[config.mk]
export PLATFORM = sky130hd
export DESIGN_NAME = serial_write_arbiter_flat
export DESIGN_NICKNAME = d
export VERILOG_FILES = /design/src/rtl/serial_write_arbiter_if.sv /design/src/rtl/serial_write_arbiter.sv /design/src/flat_wrapper.sv
export SDC_FILE = /design/constraint.sdc
export NUM_CORES = 1
export LEC_CHECK = 0
export CORE_MARGIN = 2
export CORE_UTILIZATION = 49
export CTS_BUF_LIST = sky130_fd_sc_hd__clkbuf_2 sky130_fd_sc_hd__clkbuf_4 sky130_fd_sc_hd__clkbuf_8
export CTS_CLUSTER_SIZE = 25
export DETAILED_ROUTE_END_ITERATION = 12
export PLACE_DENSITY = 0.82
export SETUP_SLACK_MARGIN = 0.15
export SLEW_MARGIN = 20
export SYNTH_ARGS = -nofsm -noshare
export SYNTH_HDL_FRONTEND = slang
export SYNTH_SLANG_ARGS = --single-unit
[constraint.sdc]
create_clock -name sys_clk -period 2.7 [get_ports sys_clk]
set_clock_uncertainty 0.15 [all_clocks]
set_input_delay 0.54 -clock sys_clk [delete_from_list [all_inputs] [get_ports sys_clk]]
set_output_delay 0.54 -clock sys_clk [all_outputs]
set_load 0.05 [all_outputs]
[src/rtl/serial_write_arbiter_if.sv]
// Requester and write-buffer signal bundle for serial_write_arbiter.
// The slave modport is the arbiter's view; master is the requesters/buffer side.
interface serial_write_arbiter_if #(
    parameter int BUF_SIZE         = 8,
    parameter int WRITE_COUNT_SIZE = $clog2(BUF_SIZE + 1)
);
    logic                        req0;
    logic                        req1;
    logic [BUF_SIZE-1:0]         data0;
    logic [BUF_SIZE-1:0]         data1;
    logic [WRITE_COUNT_SIZE-1:0] count0;
    logic [WRITE_COUNT_SIZE-1:0] count1;
    logic                        last0;
    logic                        last1;
    logic                        ack0;
    logic                        ack1;
    logic                        ack_err;
    logic                        buf_start;
    logic [BUF_SIZE-1:0]         buf_data;
    logic [WRITE_COUNT_SIZE-1:0] buf_write_count;
    logic                        buf_done;
    logic                        buf_abort;
    logic                        owner;
    logic                        busy;

    modport slave (
        input  req0, req1, data0, data1, count0, count1, last0, last1, buf_done,
        output ack0, ack1, ack_err, buf_start, buf_data, buf_write_count,
               buf_abort, owner, busy
    );

    modport master (
        output req0, req1, data0, data1, count0, count1, last0, last1, buf_done,
        input  ack0, ack1, ack_err, buf_start, buf_data, buf_write_count,
               buf_abort, owner, busy
    );
endinterface

[src/rtl/serial_write_arbiter.sv]
// Round-robin, packet-locked arbiter sharing one serial write buffer between
// two requesters, with start/done sequencing and a completion watchdog.
module serial_write_arbiter #(
    parameter int BUF_SIZE         = 8,
    parameter int WRITE_COUNT_SIZE = $clog2(BUF_SIZE + 1),
    parameter int TIMEOUT_CYCLES   = 4096
) (
    input  logic                   sys_clk,
    input  logic                   rst,
    serial_write_arbiter_if.slave  bus
);
    localparam int WDOG_W = $clog2(TIMEOUT_CYCLES);
    localparam logic [WDOG_W-1:0] WDOG_MAX = WDOG_W'(TIMEOUT_CYCLES - 1);
    localparam logic [WRITE_COUNT_SIZE-1:0] COUNT_MAX = WRITE_COUNT_SIZE'(BUF_SIZE);

    typedef enum logic [2:0] {
        ST_IDLE,
        ST_START,
        ST_ARM,
        ST_WAIT_DONE,
        ST_ACK
    } state_t;

    state_t                      state_reg, state_next;
    logic                        owner_reg, owner_next;
    logic                        lock_reg, lock_next;
    logic                        last_reg, last_next;
    logic                        err_reg, err_next;
    logic [BUF_SIZE-1:0]         data_reg, data_next;
    logic [WRITE_COUNT_SIZE-1:0] count_reg, count_next;
    logic [WDOG_W-1:0]           wdog_reg, wdog_next;

    logic [1:0]                  req_vec;
    logic [1:0]                  last_vec;
    logic [BUF_SIZE-1:0]         data_vec [2];
    logic [WRITE_COUNT_SIZE-1:0] count_raw [2];
    logic [WRITE_COUNT_SIZE-1:0] count_clamped [2];
    logic [1:0]                  ack_vec;
    logic                        grant_valid;
    logic                        grant_idx;

    assign req_vec      = {bus.req1, bus.req0};
    assign last_vec     = {bus.last1, bus.last0};
    assign data_vec[0]  = bus.data0;
    assign data_vec[1]  = bus.data1;
    assign count_raw[0] = bus.count0;
    assign count_raw[1] = bus.count1;

    genvar gi;
    generate
        for (gi = 0; gi < 2; gi++) begin : g_port
            // The buffer cannot shift more bits than it holds.
            assign count_clamped[gi] = (count_raw[gi] > COUNT_MAX) ? COUNT_MAX : count_raw[gi];
            assign ack_vec[gi]       = (state_reg == ST_ACK) && (owner_reg == 1'(gi));
        end
    endgenerate

    // While a packet is in flight only its owner may be granted; otherwise
    // a tie goes to whoever did not win last time.
    always_comb begin
        grant_valid = 1'b0;
        grant_idx   = owner_reg;
        if (lock_reg) begin
            grant_valid = req_vec[owner_reg];
            grant_idx   = owner_reg;
        end else begin
            case (req_vec)
                2'b01:   begin grant_valid = 1'b1; grant_idx = 1'b0;       end
                2'b10:   begin grant_valid = 1'b1; grant_idx = 1'b1;       end
                2'b11:   begin grant_valid = 1'b1; grant_idx = ~owner_reg; end
                default: begin grant_valid = 1'b0; grant_idx = owner_reg;  end
            endcase
        end
    end

    always_comb begin
        state_next = state_reg;
        owner_next = owner_reg;
        lock_next  = lock_reg;
        last_next  = last_reg;
        err_next   = err_reg;
        data_next  = data_reg;
        count_next = count_reg;
        wdog_next  = wdog_reg;
        case (state_reg)
            ST_IDLE: begin
                if (grant_valid) begin
                    owner_next = grant_idx;
                    data_next  = data_vec[grant_idx];
                    count_next = count_clamped[grant_idx];
                    last_next  = last_vec[grant_idx];
                    err_next   = 1'b0;
                    wdog_next  = '0;
                    // A zero-length word never touches the buffer.
                    state_next = (count_clamped[grant_idx] == '0) ? ST_ACK : ST_START;
                end
            end
            ST_START: begin
                state_next = ST_ARM;
            end
            ST_ARM: begin
                // Skip one cycle so the buffer's stale done level is not mistaken for completion.
                state_next = ST_WAIT_DONE;
            end
            ST_WAIT_DONE: begin
                if (bus.buf_done) begin
                    state_next = ST_ACK;
                end else if (wdog_reg == WDOG_MAX) begin
                    state_next = ST_ACK;
                    err_next   = 1'b1;
                end else begin
                    wdog_next = wdog_reg + WDOG_W'(1);
                end
            end
            ST_ACK: begin
                lock_next  = !last_reg && !err_reg;
                state_next = ST_IDLE;
            end
            default: begin
                state_next = ST_IDLE;
            end
        endcase
    end

    always_ff @(posedge sys_clk or negedge rst) begin
        if (!rst) begin
            state_reg <= ST_IDLE;
            owner_reg <= 1'b1;
            lock_reg  <= 1'b0;
            last_reg  <= 1'b0;
            err_reg   <= 1'b0;
            data_reg  <= '0;
            count_reg <= '0;
            wdog_reg  <= '0;
        end else begin
            state_reg <= state_next;
            owner_reg <= owner_next;
            lock_reg  <= lock_next;
            last_reg  <= last_next;
            err_reg   <= err_next;
            data_reg  <= data_next;
            count_reg <= count_next;
            wdog_reg  <= wdog_next;
        end
    end

    // Abort and error share the ack cycle so the buffer reset lines up with the rejection.
    assign bus.ack0            = ack_vec[0];
    assign bus.ack1            = ack_vec[1];
    assign bus.ack_err         = (state_reg == ST_ACK) && err_reg;
    assign bus.buf_abort       = (state_reg == ST_ACK) && err_reg;
    assign bus.buf_start       = (state_reg == ST_START);
    assign bus.buf_data        = data_reg;
    assign bus.buf_write_count = count_reg;
    assign bus.owner           = owner_reg;
    assign bus.busy            = (state_reg != ST_IDLE) || lock_reg;

endmodule
[src/flat_wrapper.sv]
// flat-port wrapper written by rule: the top's interface ports become plain ports
module serial_write_arbiter_flat 
#(
    parameter int BUF_SIZE         = 8,
    parameter int WRITE_COUNT_SIZE = $clog2(BUF_SIZE + 1),
    parameter int TIMEOUT_CYCLES   = 4096
)
  (sys_clk, rst, bus_req0, bus_req1, bus_data0, bus_data1, bus_count0, bus_count1, bus_last0, bus_last1, bus_buf_done, bus_ack0, bus_ack1, bus_ack_err, bus_buf_start, bus_buf_data, bus_buf_write_count, bus_buf_abort, bus_owner, bus_busy);
  serial_write_arbiter_if #(.BUF_SIZE(BUF_SIZE), .WRITE_COUNT_SIZE(WRITE_COUNT_SIZE)) bus_i ();
  input  logic sys_clk;
  input  logic rst;
  input wire logic [$bits(bus_i.req0)-1:0] bus_req0;
  input wire logic [$bits(bus_i.req1)-1:0] bus_req1;
  input wire logic [$bits(bus_i.data0)-1:0] bus_data0;
  input wire logic [$bits(bus_i.data1)-1:0] bus_data1;
  input wire logic [$bits(bus_i.count0)-1:0] bus_count0;
  input wire logic [$bits(bus_i.count1)-1:0] bus_count1;
  input wire logic [$bits(bus_i.last0)-1:0] bus_last0;
  input wire logic [$bits(bus_i.last1)-1:0] bus_last1;
  input wire logic [$bits(bus_i.buf_done)-1:0] bus_buf_done;
  output wire logic [$bits(bus_i.ack0)-1:0] bus_ack0;
  output wire logic [$bits(bus_i.ack1)-1:0] bus_ack1;
  output wire logic [$bits(bus_i.ack_err)-1:0] bus_ack_err;
  output wire logic [$bits(bus_i.buf_start)-1:0] bus_buf_start;
  output wire logic [$bits(bus_i.buf_data)-1:0] bus_buf_data;
  output wire logic [$bits(bus_i.buf_write_count)-1:0] bus_buf_write_count;
  output wire logic [$bits(bus_i.buf_abort)-1:0] bus_buf_abort;
  output wire logic [$bits(bus_i.owner)-1:0] bus_owner;
  output wire logic [$bits(bus_i.busy)-1:0] bus_busy;
  assign bus_i.req0 = bus_req0;
  assign bus_i.req1 = bus_req1;
  assign bus_i.data0 = bus_data0;
  assign bus_i.data1 = bus_data1;
  assign bus_i.count0 = bus_count0;
  assign bus_i.count1 = bus_count1;
  assign bus_i.last0 = bus_last0;
  assign bus_i.last1 = bus_last1;
  assign bus_i.buf_done = bus_buf_done;
  assign bus_ack0 = bus_i.ack0;
  assign bus_ack1 = bus_i.ack1;
  assign bus_ack_err = bus_i.ack_err;
  assign bus_buf_start = bus_i.buf_start;
  assign bus_buf_data = bus_i.buf_data;
  assign bus_buf_write_count = bus_i.buf_write_count;
  assign bus_buf_abort = bus_i.buf_abort;
  assign bus_owner = bus_i.owner;
  assign bus_busy = bus_i.busy;
  serial_write_arbiter #(.BUF_SIZE(BUF_SIZE), .WRITE_COUNT_SIZE(WRITE_COUNT_SIZE), .TIMEOUT_CYCLES(TIMEOUT_CYCLES)) u_core (.sys_clk(sys_clk), .rst(rst), .bus(bus_i));
endmodule
# Yosys cells after proc, flatten, opt, wreduce, memory -nomap -nowiden

Index checks and enable logic that the tools add are counted.

Output and inout bits: 19
Logic and storage cells: 74
Bits of input ports: 31
Register bits after elaboration: 31

Magnitude comparators: 5
Multiplexer cells: 29
Reductions and logical operators: 16
$add $sub $neg: 1
Equality and inequality tests: 13
Bitwise operators: 2

Operators with widths:

| operator                | count |
|---|---|
| $mux W12                | 3 |
| $mux W8                 | 3 |
| $pmux W12 S2            | 1 |
| $mux W4                 | 5 |
| $add A12 B1 Y12 const B | 1 |
| $eq A12 B12 Y1 const B  | 1 |
| $mux W3                 | 4 |
| $pmux W3 S4             | 1 |
| $mux W1                 | 10 |
| $gt A4 B4 Y1 const B    | 2 |
| $reduce_and A4 Y1       | 2 |
| $eq A3 B2 Y1 const B    | 2 |
| $eq A2 B2 Y1 const B    | 2 |
| $logic_and A1 B1 Y1     | 4 |
| $logic_not A4 Y1        | 1 |
| $lt A1 B2 Y1 const B    | 2 |
| $ne A2 B1 Y1 const B    | 2 |
| $ne A2 B2 Y1 const B    | 2 |
| $reduce_and A2 Y1       | 2 |
| $eq A3 B1 Y1 const B    | 1 |
| $eq A3 B3 Y1 const B    | 1 |
| $logic_not A3 Y1        | 1 |
| $ne A3 B2 Y1 const B    | 1 |
| $pmux W1 S3             | 1 |
| 10 further kinds        | 11 |

# Logic depth before layout (Yosys ltp)

Word-level depth: 11
Mapped depth: 6
Depth with buffers taken out: 5

# Worst setup path before layout

Ideal clock, no wire load.

Path kind: register to output
Start point: reg u_core.state_reg[2]
End point: out bus_buf_start
Data arrival time: 1.643 ns
Required time: 2.010 ns
Stages on the path, launching flop included: 3
Slack: 0.367 ns
Buffers on the path: 1
Cells stage by stage: dfrtp_1 buf_6 nor3b_1

Word-level cells in the longest chain between the ends: 1

RTL lines:

| item                   | RTL line                    | source |
|---|---|---|
| start, declared        | serial_write_arbiter.sv:24  | `state_t state_reg, state_next;` |
| start signal, assigned | serial_write_arbiter.sv:136 | `state_reg <= state_next;` |
| $eq A3 B1 Y1           | serial_write_arbiter.sv:152 | `assign bus.buf_start = (state_reg == ST_START);` |
| end, declared          | flat_wrapper.sv:24          | `output wire logic [$bits(bus_i.buf_start)-1:0] bus_buf_start;` |

No other way between the ends.

# Worst setup path after layout

Start point: reg u_core.owner_reg (netlist: u_core.bus.owner)
End point: out bus_owner

RTL lines:

| item                   | RTL line                    | source |
|---|---|---|
| start, declared        | serial_write_arbiter.sv:25  | `logic owner_reg, owner_next;` |
| start signal, assigned | serial_write_arbiter.sv:137 | `owner_reg <= owner_next;` |
| end, declared          | flat_wrapper.sv:28          | `output wire logic [$bits(bus_i.owner)-1:0] bus_owner;` |

No word-level cell between the ends.

==> impl_results.md <==
- Status: finished clean
- CP Capture Type: output port
- Post-Synth XOR/XNOR Area: 0.0202
- H-tree levels: 2
- Final Instance Area: 2330 um2
- CTS tree: built
- Leak pwr: 0.994 nW
- Number of global-route vias before repair: 1528
- Number of inserted diodes: 0
- Synthesized instance count: 156
- Final Setup Violations: 0
- Largest register FFs: 12
- CP startpoint kind: register
- CP required: 2010 ps
- Initial Util: 0.515
- Post-CTS Hold Fix Bufs: 0
- Fin crit share: 0.904
- Post-synthesis mux area share: 0.191
- Clock sink count: 31
- Yosys reg bits: 31
- Seq/Total Area, Yosys: 0.449
- CP Launch Point: u_core.bus.owner
- CP peak stage delay: 820 ps
- Min Hold Slack: 320 ps
- Switch share: 0.441
- Power per cell area: 1020 nW/um2
- Internal power: 1.34 mW
- Fmax: 410 MHz
- Total GRT Usage: 0.220
- Flop pwr share: 0.321
- Slew Viols, Final: 0
- Post-layout min period: 2440 ps
- Post-synthesis simple-gate area fraction: 0.184
- Drt drc: 0
- TritonCTS buffer count: 5
- Layout cells sized above 1: 0.231
- Main synth FF type: dfrtp_1
- Site Rows: 21
- Initial drt markers: 79
- Total negative slack: 0 ps
- Largest family of logic cells by synthesized area: multiplexers
- GP Congestion: 0.899
- Hold Violations, Final: 0
- Synth unique cells: 44
- Final wirelength: 3.99 mm
- # IOs: 50
- Unrepaired setup endpoints after global routing: no
- Placed insts: 250
- Die area: 4030 um2
- HPWL after DPL: 3.00 mm
- Worst Path Buf+Inv: 1
- Final net count: 243
- Antenna violations before repair: 0
- Yosys top cell area share: 0.434
- Latest clock arrival within the worst-skew pair: 330 ps
- Avg Cell Area, Syn: 11.1 um2
- Psw: 1.05 mW
- Slowest library cell on the worst path: clkdlybuf4s50_1
- Iteration count of the initial detailed-routing pass: 4
- Placeable Area: 3360 um2
- CP max FO: 8
- Compound-Gate Fraction of Synth Area: 0.117
- Synth-to-Final Area Change: 34.8%
- Area share of fa/ha/maj cells after synthesis: 0.00723
- Slew margin rel.: 0.650
- Worst-path clk slew: 90 ps
- CP Cell Sequence: clkdlybuf4s50_1
- Non-filler instance count after layout: 258
- Synth Warn #: 0
- Area contributors post-synth: dfrtp_1 (43%), mux2_2 (16%), mux2i_1 (3.5%)
- Max clock buf depth: 2
- Synthesized cell area: 1730 um2
- Global route overflow: 0
- Largest area contributor in the netlist: dfrtp_1
- # Max-Cap Violations: 0
- Min-Delay Path Class: reg2reg
- Clock root cell: clkbuf_4
- Die height: 63.4 um
- Cell family with most CP delay: buffers and inverters
- Port bufs: 49
- Min-Delay Startpoint: u_core.last_reg
- Die width: 63.4 um
- Crit Path Category: reg2out
- Final ANT Viol Nets: 0
- Total power: 2.39 mW
- Net count after synthesis: 188
- Fraction of registers with async set/reset: 1.00
- Area after DPL: 2260 um2
- Clock power share: 0.133
- DR vias: 1463
- EDFF count, synth: 0
- Avg WL per Cell: 15.4 um
- Combinational share of power: 0.546
- Worst EP arrival: 1750 ps
- Worst-Margin Slew: 523 ps
- Worst vdd ir: 0.820 mV
- Largest net degree at the start of global routing: 32
- Via density: 5.67
- Worst r2r src: u_core.state_reg[2]
- First-pass GRT wire length: 6.91 mm
[power groups by stage]
stage	logic [mW]	clock network, mW	registers (mW)
finish	1.31	0.318	0.768
global route	1.39	0.349	0.794
CTS	1.32	0.325	0.767
detailed placement	1.32	0	0.775
global placement	1.29	0	0.763
floorplan	0.615	0	1.07
[what timing repair did]
item	CTS	global route
buffers inserted	0	0
endpoints found under the setup margin	2	0
resized for setup	2	0
[synth_stat cells (2+ instances only)]
cell type  count
nor4_1         2
buf_2          2
o21bai_1       2
nand4_1        4
nand3b_1       3
buf_6          2
o211ai_1       2
and4_1         3
dfrtp_1       30
or3_1          2
nor2_1        10
mux2_2        24
and3_2         2
mux2i_1        6
a21oi_1        5
a41oi_1        2
nand2b_1       7
o31ai_1        3
nand3_1        3
xnor2_1        2
nand2_1        7
o21ai_0        9
buf_4          2
xor2_1         2
[placed cells by master, fill, tap and decap left out, drive strengths merged, types with 2 or more instances in the layout]
| master | n |
|---|---|
| buf | 10 |
| nand3 | 3 |
| nand3b | 3 |
| xnor2 | 2 |
| a41oi | 2 |
| nor2 | 10 |
| or3 | 2 |
| nand2b | 7 |
| and3 | 3 |
| a21oi | 5 |
| nand4 | 5 |
| o31ai | 3 |
| o21bai | 2 |
| o22ai | 2 |
| clkbuf | 8 |
| o211ai | 2 |
| dfrtp | 30 |
| xor2 | 2 |
| mux2 | 24 |
| clkdlybuf4s50 | 43 |
| mux2i | 6 |
| nor4 | 2 |
| nand2 | 7 |
| o21ai | 9 |
| and4 | 3 |
| dlygate4sd2 | 2 |
[final timing paths]
kind,end,slack (ps),cells past startpoint
max,bus_owner,260,1
min,u_core.lock_reg,320,1
max reg2reg,u_core.wdog_reg[9],680,4
min reg2reg,u_core.lock_reg,320,1
max in group asynchronous,u_core.bus.owner,1640,2
min in group asynchronous,u_core.wdog_reg[0],440,2
[per-stage QoR]
step	util	setup WS, ps
4_1_cts	0.694	247
3_3_place_gp	0.673	306
6_report	0.694	260
3_5_place_dp	0.673	278
5_1_grt	0.694	211
2_1_floorplan	-	367
[layout make-up]
type	count	area [um2]
fill	280	1030
multi-input combinational	117	900
sequential	31	777
timing repair buffer	55	523
clock buffer	8	72.6
tap	46	57.6
inverter	1	3.75
[per-layer routing]
layer / GRT usage / vias up / wire, um
met5: 0 / - / 0
met4: 0.0870 / 0 / 55
met2: 0.353 / 63 / 1890
li1: - / 692 / -
met3: 0.0875 / 8 / 413
met1: 0.263 / 700 / 1620
[kinds of logic after synthesis]
group	after synthesis
and+or+nand+nor	52
DFF	31
AOI/OAI and AO/OA	30
muxes	30
buffers and inverters	8
xor gates and xnor gates	4
adders and majority gates	1
(Power assumes the default switching activity.)
